$ cat src/rtl/bcd_pkg.sv
// Shared types and constants for the sequential double-dabble BCD converter.
package bcd_pkg;

  typedef enum logic [1:0] {
    IDLE = 2'd0,
    CONV = 2'd1,
    DONE = 2'd2
  } state_t;

  localparam int         BCD_DIGIT_W = 4;
  localparam logic [3:0] ADJ_THRESH  = 4'd5;
  localparam logic [3:0] ADJ_ADD     = 4'd3;

  localparam int WIDTH_DEF  = 16;
  localparam int DIGITS_DEF = 5;

endpackage

$ cat src/rtl/bcd_seq_converter_if.sv
// Request/result bundle between a client and bcd_seq_converter.
interface bcd_seq_converter_if
  import bcd_pkg::*;
#(
  parameter int WIDTH  = WIDTH_DEF,
  parameter int DIGITS = DIGITS_DEF
);

  logic                             start;
  logic                             signed_mode;
  logic [WIDTH-1:0]                 bin_in;
  logic                             busy;
  logic                             done;
  logic                             sign_out;
  logic [BCD_DIGIT_W*DIGITS-1:0]    bcd_out;
  logic [DIGITS-1:0]                digit_en;

  modport master (
    output start, signed_mode, bin_in,
    input  busy, done, sign_out, bcd_out, digit_en
  );

  modport slave (
    input  start, signed_mode, bin_in,
    output busy, done, sign_out, bcd_out, digit_en
  );

endinterface

$ cat src/rtl/bcd_digit_adj.sv
// Single double-dabble cell: adds 3 to a BCD digit that is 5 or more.
module bcd_digit_adj
  import bcd_pkg::*;
(
  input  logic [BCD_DIGIT_W-1:0] digit,
  output logic [BCD_DIGIT_W-1:0] adjusted
);

  always_comb begin
    adjusted = digit;
    if (digit >= ADJ_THRESH) adjusted = digit + ADJ_ADD;
  end

endmodule

$ cat src/rtl/bcd_seq_converter.sv
// Sequential binary-to-BCD converter, one double-dabble shift per clock.
// Optional leading-zero blanking on digit_en is enabled by defining BCD_LZ_BLANK_EN.
module bcd_seq_converter
  import bcd_pkg::*;
#(
  parameter int WIDTH  = WIDTH_DEF,
  parameter int DIGITS = DIGITS_DEF
) (
  input logic                clk,
  input logic                rst,
  bcd_seq_converter_if.slave bus
);

  localparam int                BCD_W    = BCD_DIGIT_W * DIGITS;
  localparam int                CNT_W    = $clog2(WIDTH + 1);
  localparam logic [CNT_W-1:0]  LAST_CNT = CNT_W'(WIDTH - 1);

  state_t             state, state_next;
  logic [WIDTH-1:0]   shift_reg;
  logic [WIDTH-1:0]   mag;
  logic [BCD_W-1:0]   bcd_work;
  logic [BCD_W-1:0]   bcd_adj;
  logic [BCD_W-1:0]   bcd_next;
  logic [BCD_W-1:0]   bcd_out_r;
  logic [CNT_W-1:0]   cnt;
  logic               neg;
  logic               neg_in;
  logic               sign_r;
  logic               last_shift;
  logic               busy_c;
  logic               done_c;

  assign neg_in     = bus.signed_mode & bus.bin_in[WIDTH-1];
  assign mag        = neg_in ? (~bus.bin_in + WIDTH'(1)) : bus.bin_in;
  assign last_shift = (cnt == LAST_CNT);

  for (genvar g = 0; g < DIGITS; g++) begin : g_adj
    bcd_digit_adj u_adj (
      .digit    (bcd_work[g*BCD_DIGIT_W +: BCD_DIGIT_W]),
      .adjusted (bcd_adj [g*BCD_DIGIT_W +: BCD_DIGIT_W])
    );
  end

  // Top bit of the adjusted row falls off; 10^DIGITS > 2^WIDTH keeps it zero.
  assign bcd_next = BCD_W'({bcd_adj, shift_reg[WIDTH-1]});

  always_ff @(posedge clk) begin
    if (rst) state <= IDLE;
    else     state <= state_next;
  end

  always_comb begin
    state_next = state;
    case (state)
      IDLE:    if (bus.start) state_next = CONV;
      CONV:    if (last_shift) state_next = DONE;
      DONE:    state_next = IDLE;
      default: state_next = IDLE;
    endcase
  end

  always_comb begin
    busy_c = 1'b0;
    done_c = 1'b0;
    case (state)
      CONV: busy_c = 1'b1;
      DONE: begin
        busy_c = 1'b1;
        done_c = 1'b1;
      end
      default: ;
    endcase
  end

  always_ff @(posedge clk) begin
    if (rst) begin
      shift_reg <= '0;
      bcd_work  <= '0;
      cnt       <= '0;
      neg       <= 1'b0;
      bcd_out_r <= '0;
      sign_r    <= 1'b0;
    end else begin
      case (state)
        IDLE: if (bus.start) begin
          shift_reg <= mag;
          bcd_work  <= '0;
          cnt       <= '0;
          neg       <= neg_in;
        end
        CONV: begin
          shift_reg <= shift_reg << 1;
          bcd_work  <= bcd_next;
          cnt       <= cnt + CNT_W'(1);
          if (last_shift) begin
            bcd_out_r <= bcd_next;
            sign_r    <= neg;
          end
        end
        default: ;
      endcase
    end
  end

`ifdef BCD_LZ_BLANK_EN
  logic [DIGITS-1:0] digit_en_next;
  logic [DIGITS-1:0] digit_en_r;
  logic              seen_nz;

  // Scan from the most significant digit down; ones digit always lit.
  always_comb begin
    digit_en_next = '0;
    seen_nz       = 1'b0;
    for (int unsigned i = 0; i < DIGITS; i++) begin
      seen_nz = seen_nz |
                (bcd_next[(DIGITS-1-i)*BCD_DIGIT_W +: BCD_DIGIT_W] != '0);
      digit_en_next[DIGITS-1-i] = seen_nz;
    end
    digit_en_next[0] = 1'b1;
  end

  always_ff @(posedge clk) begin
    if (rst)                              digit_en_r <= '1;
    else if (state == CONV && last_shift) digit_en_r <= digit_en_next;
  end

  assign bus.digit_en = digit_en_r;
`else
  assign bus.digit_en = '1;
`endif

  assign bus.busy     = busy_c;
  assign bus.done     = done_c;
  assign bus.bcd_out  = bcd_out_r;
  assign bus.sign_out = sign_r;

endmodule
$ cat src/flat_wrapper.sv
// flat-port wrapper written by rule: the top's interface ports become plain ports
module bcd_seq_converter_flat import bcd_pkg::*;
#(
  parameter int WIDTH  = WIDTH_DEF,
  parameter int DIGITS = DIGITS_DEF
)
  (clk, rst, bus_start, bus_signed_mode, bus_bin_in, bus_busy, bus_done, bus_sign_out, bus_bcd_out, bus_digit_en);
  bcd_seq_converter_if #(.WIDTH(WIDTH), .DIGITS(DIGITS)) bus_i ();
  input logic clk;
  input logic rst;
  input wire logic [$bits(bus_i.start)-1:0] bus_start;
  input wire logic [$bits(bus_i.signed_mode)-1:0] bus_signed_mode;
  input wire logic [$bits(bus_i.bin_in)-1:0] bus_bin_in;
  output wire logic [$bits(bus_i.busy)-1:0] bus_busy;
  output wire logic [$bits(bus_i.done)-1:0] bus_done;
  output wire logic [$bits(bus_i.sign_out)-1:0] bus_sign_out;
  output wire logic [$bits(bus_i.bcd_out)-1:0] bus_bcd_out;
  output wire logic [$bits(bus_i.digit_en)-1:0] bus_digit_en;
  assign bus_i.start = bus_start;
  assign bus_i.signed_mode = bus_signed_mode;
  assign bus_i.bin_in = bus_bin_in;
  assign bus_busy = bus_i.busy;
  assign bus_done = bus_i.done;
  assign bus_sign_out = bus_i.sign_out;
  assign bus_bcd_out = bus_i.bcd_out;
  assign bus_digit_en = bus_i.digit_en;
  bcd_seq_converter #(.WIDTH(WIDTH), .DIGITS(DIGITS)) u_core (.clk(clk), .rst(rst), .bus(bus_i));
endmodule
$ cat config.mk
export PLATFORM = sky130hd
export DESIGN_NAME = bcd_seq_converter_flat
export DESIGN_NICKNAME = d
export VERILOG_FILES = /design/src/rtl/bcd_pkg.sv /design/src/rtl/bcd_seq_converter_if.sv /design/src/rtl/bcd_digit_adj.sv /design/src/rtl/bcd_seq_converter.sv /design/src/flat_wrapper.sv
export SDC_FILE = /design/constraint.sdc
export NUM_CORES = 1
export LEC_CHECK = 0
export ABC_AREA = 1
export CAP_MARGIN = 20
export CORE_ASPECT_RATIO = 0.75
export CORE_MARGIN = 4
export CORE_UTILIZATION = 55
export CTS_CLUSTER_DIAMETER = 30
export DETAILED_ROUTE_END_ITERATION = 16
export HOLD_SLACK_MARGIN = 0.1
export PLACE_DENSITY = 0.8
export SETUP_SLACK_MARGIN = 0.1
export SYNTH_ARGS = -nofsm -noshare
export SYNTH_HDL_FRONTEND = slang
export SYNTH_HIERARCHICAL = 1
export SYNTH_SLANG_ARGS = --single-unit
export TNS_END_PERCENT = 20
$ cat constraint.sdc
create_clock -name clk -period 1.8 [get_ports clk]
set_input_delay 0.18 -clock clk [delete_from_list [all_inputs] [get_ports clk]]
set_output_delay 0.18 -clock clk [all_outputs]
set_load 0.01 [all_outputs]
**Word level (Yosys, flattened, before mapping)**

Index checks and enable logic that the tools add are counted.

- Register bits after elaboration: 65
- Bits in latches: 0
- Memory bits (writable): 0
- Memory bits (read-only): 0
- Input bits: 20
- Output and inout port bits: 28
- Word-level logic and storage cells: 50
- Memories: 0

- $add $sub $neg: 7
- $mul: 0
- Div/mod/pow operators: 0
- Magnitude comparators: 5
- Equal/unequal tests: 5
- Shift operators: 0
- Muxes and demuxes: 17
- Bitwise operators: 2
- Reductions and logical operators: 7

Operators by type and width:

| cell | count |
|---|---|
| 20-bit one-hot mux with 2 select lines | 1 |
| 16-bit 2-to-1 mux | 2 |
| 16-bit one-hot mux with 2 select lines | 1 |
| 4-bit by 3-bit >= comparator with 1-bit output (second input constant) | 5 |
| 20-bit 2-to-1 mux | 1 |
| 16-bit by 1-bit adder with 16-bit output (second input constant) | 1 |
| 4-bit by 2-bit adder with 4-bit output (second input constant) | 4 |
| 4-bit 2-to-1 mux | 4 |
| 16-bit inverter | 1 |
| 5-bit one-hot mux with 2 select lines | 1 |
| 2-bit AND reduction | 4 |
| 5-bit by 1-bit adder with 5-bit output (second input constant) | 1 |
| 5-bit by 4-bit equality test with 1-bit output (second input constant) | 1 |
| 5-bit 2-to-1 mux | 1 |
| 2-bit 2-to-1 mux | 2 |
| 2-bit one-hot mux with 2 select lines | 1 |
| 3-bit by 2-bit adder with 3-bit output (second input constant) | 1 |
| 3-bit 2-to-1 mux | 1 |
| 2-bit by 1-bit equality test with 1-bit output (second input constant) | 1 |
| 2-bit equality test (second input constant) | 1 |
| 2-bit zero test | 1 |
| 1-bit 2-to-1 mux | 2 |
| 2-bit by 1-bit inequality test with 1-bit output (second input constant) | 1 |
| 2-bit inequality test (second input constant) | 1 |
| other kinds (3) | 3 |

**Logic depth before layout (Yosys ltp)**

- Depth in word-level cells: 5
- Gate-level depth with buffers: 9
- Mapped depth without buffers: 9

**Hierarchy**

The synthesis kept the hierarchy.

By module, submodules not included:

| module | times used | cells an instance | area an instance (µm²) | sequential area each (µm²) |
|---|---|---|---|---|
| bcd_seq_converter | 1 | 425 | 2,947.8 | 1,301.2 |
| bcd_digit_adj | 5 | 23 | 135.1 | 0.0 |

**Worst setup path after synthesis**

No wires, ideal clock.

- Kind: reg2reg
- Start: reg u_core.state[0]
- End: reg u_core.shift_reg[11]
- Setup time: 70 ps
- Arrival time: 1,364 ps
- Required time: 1,730 ps
- Setup slack: 366 ps
- Cell stages (with the launch flop): 10
- Path buffers: 2
- Clock period less this slack: 1,434 ps
- Cells stage by stage: dfxtp_1 -> inv_1 -> ha_1 -> nand2_1 -> o21ai_2 -> inv_2 -> buf_6 -> buf_2 -> nand2_1 -> a21oi_1

- Longest elaborated chain between the ends: 3
- Elaborated cells on any way between the ends: 6
- Those cells by class: eq/ne: 2; mux: 1; reduce/logical: 3

Ends and longest elaborated chain:

| element | line | text |
|---|---|---|
| start: declaration | bcd_seq_converter.sv:18 | `state_t state, state_next;` |
| start signal: assignment | bcd_seq_converter.sv:49 | `else state <= state_next;` |
| 2-bit by 1-bit equality test with 1-bit output / 2-bit zero test (equally long branches) | bcd_seq_converter.sv:84 | `case (state)` |
| 2-bit nonzero test (no source line) / 2-bit inequality test (equally long branches) | - |  |
| 2-bit AND reduction (no source line) | - |  |
| end signal: assignment | bcd_seq_converter.sv:86 | `shift_reg <= mag;` |
| end signal: assignment | bcd_seq_converter.sv:92 | `shift_reg <= shift_reg << 1;` |
| end: declaration | bcd_seq_converter.sv:19 | `logic [WIDTH-1:0] shift_reg;` |

Parallel ways exist; a longest one is shown, timed or not.
A chain may end at the register's enable or synchronous reset.

**Final worst setup path**

- Start: reg u_core.state[0]
- End: out bus_done

- Longest elaborated chain between the ends: 2

Ends and longest elaborated chain:

| element | line | text |
|---|---|---|
| 2-bit equality test | bcd_seq_converter.sv:65 | `case (state)` |
| 1-bit 2-to-1 mux | bcd_seq_converter.sv:65 |  |
| end: declaration | flat_wrapper.sv:15 | `output wire logic [$bits(bus_i.done)-1:0] bus_done;` |

No other way between the ends.

==> run summary <==
- Routed wire per std cell: 12.32 um
- ANT nets after route: 0
- Setup violations, final: 0
- Die Outline Area: 7912 um^2
- placer congestion estimate: 0.8707
- site row count: 25
- endpoint type of the worst setup path: primary output
- vias after detailed routing: 3,457
- cell count along the critical path: 3
- footprint of the multi-input gates: 2017 um^2
- Bufs and invs on worst path: 2
- peak per-stage delay on the critical path: 0.53 ns
- overall die width: 101.4 um
- clock period minus final worst setup slack: 1.671 ns
- maximum level of the CTS H-tree: 3
- Power, Total: 4.441 mW
- Crit path arrival time: 1.49 ns
- Starting DRT DRC Count: 167
- family with the most delay on the worst path: buffers and inverters
- hold violation total from the final report: 0
- mean number of vias per cell: 5.222
- area of the placeable core: 6319 um^2
- Filler Cells Inserted: 556
- detailed-route DRC error count: 0
- wirelength, routed: 8156 um
- largest net degree at the start of global routing: 36
- GRT Util Overall: 21.93%
- clock buffer count from CTS: 9
- Critical Path Fanout Max: 4
- highest-delay cell along the critical path: sky130_fd_sc_hd__clkdlybuf4s50_1
- number of global-route vias before repair: 3,213
- run status: completed
- netlist area before placement: 3597 um^2
- setup repair after global routing missed its margin: true
- crit path kind: reg -> out
- Critical Path, Cell by Cell: inv_1 > ha_1 > clkdlybuf4s50_1
- Layout Nets: 615
- Warnings, synthesis: 6
- clock-pin slew on the worst setup and hold paths: 0.07 ns
- Setup Total Neg Slack: 0 ns
- clock tree from TritonCTS: yes
- cell chosen for the clock root: sky130_fd_sc_hd__clkbuf_8
- relative area change from synthesis to final layout: 20.49%
- clock network latency to the later pin of the worst-skew pair: 0.34 ns
- antenna violations before repair: 0
- startpoint class of the critical path: flip-flop
- hold path cells: 1
- post-synthesis instance total: 535
- fraction of layout cells with a size suffix above 1: 12.05%
- endpoint required time on the critical path: 1.62 ns
- count of cells along the worst register-to-register path: 9
- die height: 78.04 um
- Tcrit/Tclk final: 92.85%
- average cell area after synthesis: 6.724 um^2
- estimated wirelength of the detail-placed design: 5904 um
- initial core utilization: 56.93%
- Pwr per Cell Area: 1025 nW/um^2
- # port buffers: 42
- first-pass GRT wire length: 14,240 um
- clock sinks: 65
- LEAKAGE: 1.681 nW
- setup clock skew after layout: 0.01029 ns
- router iterations before antenna repair: 5
- maximum achievable frequency: 0.5984 GHz
- worst hold path type: reg -> reg
- Clock Tree Buf Depth: 2
- worst IR drop on VDD: 0.9628 mV
- antenna diode instance count: 0
- number of violations of the max-capacitance limit: 0
- sequential cell area in the final layout: 1304 um^2
- Max Transition Viols Final: 0
- total global routing overflow: 0
- number of placed I/O pins: 48
## cell type report
class | instances | area share, %
Multi-Input combinational cell | 403 | 46.54
Clock inverter | 5 | 1.848
Inverter | 43 | 3.724
Sequential cell | 65 | 30.08
Tap cell | 81 | 2.338
Clock buffer | 10 | 3.176
Timing Repair Buffer | 55 | 12.30
## metrics by stage
step	setup slack [ns]	area [um^2]	cells	utilization (%)	hold slack, ns
floorplan	0.3659	3612	539	-	0.3378
global placement	0.1688	4096	647	64.83	0.4485
detailed placement	0.1300	4096	647	64.83	0.4591
CTS	0.1084	4314	662	68.28	0.4504
global route	0.05035	4334	662	68.59	0.4683
finish	0.1287	4334	662	68.59	0.4459
## layer usage
layer	share of wire, %	GRT usage (%)	vias to the layer above
li1	-	-	1783
met1	47	29.20	1579
met2	47	36.10	89
met3	5.4	5.595	6
met4	0.49	4.250	0
met5	0	0	-
## power by group
group	switching (mW)	internal [mW]	leakage, nW
logic	0.858	0.500	1.05
registers	0.103	1.62	0.528
clock network	0.549	0.807	0.104
## cell usage in the layout (no fill, tap or decap), types with 6 or more instances in the layout
cell type and instances:
sky130_fd_sc_hd__nand2_1 158, sky130_fd_sc_hd__a21oi_1 70, sky130_fd_sc_hd__dfxtp_1 63, sky130_fd_sc_hd__nor2_1 57, sky130_fd_sc_hd__clkdlybuf4s50_1 41, sky130_fd_sc_hd__inv_1 34, sky130_fd_sc_hd__o21ai_0 28, sky130_fd_sc_hd__nand3_1 21
sky130_fd_sc_hd__ha_1 16, sky130_fd_sc_hd__buf_4 11, sky130_fd_sc_hd__clkbuf_8 10, sky130_fd_sc_hd__nor2_4 10, sky130_fd_sc_hd__inv_2 9, sky130_fd_sc_hd__nand2_2 8, sky130_fd_sc_hd__o21ai_2 6
## worst paths after layout
check | from | slack (ns) | to
max | u_core/state[0] | 0.13 | bus_done
min | u_core/cnt[0] | 0.45 | u_core/cnt[0]
max reg2reg | u_core/state[0] | 0.23 | u_core/shift_reg[11]
min reg2reg | u_core/cnt[0] | 0.45 | u_core/cnt[0]
## what timing repair did
item / 4_1_cts / 5_1_grt
resized for setup: 2 / 8
setup endpoints to repair: 1 / 56
setup buffers: 0 / 0
hold buffers: 0 / 0
## worst register-to-register path: stages, from the launching register on
cell	delay [ns]
sky130_fd_sc_hd__dfxtp_2	0.33
sky130_fd_sc_hd__inv_1	0.12
sky130_fd_sc_hd__ha_2	0.24
sky130_fd_sc_hd__nand2_2	0.10
sky130_fd_sc_hd__o21ai_2	0.09
sky130_fd_sc_hd__inv_2	0.12
sky130_fd_sc_hd__buf_12	0.18
sky130_fd_sc_hd__nor2_1	0.12
sky130_fd_sc_hd__nand2_1	0.07
sky130_fd_sc_hd__a21oi_1	0.12
Note: power is estimated with default switching activity, not from simulation.
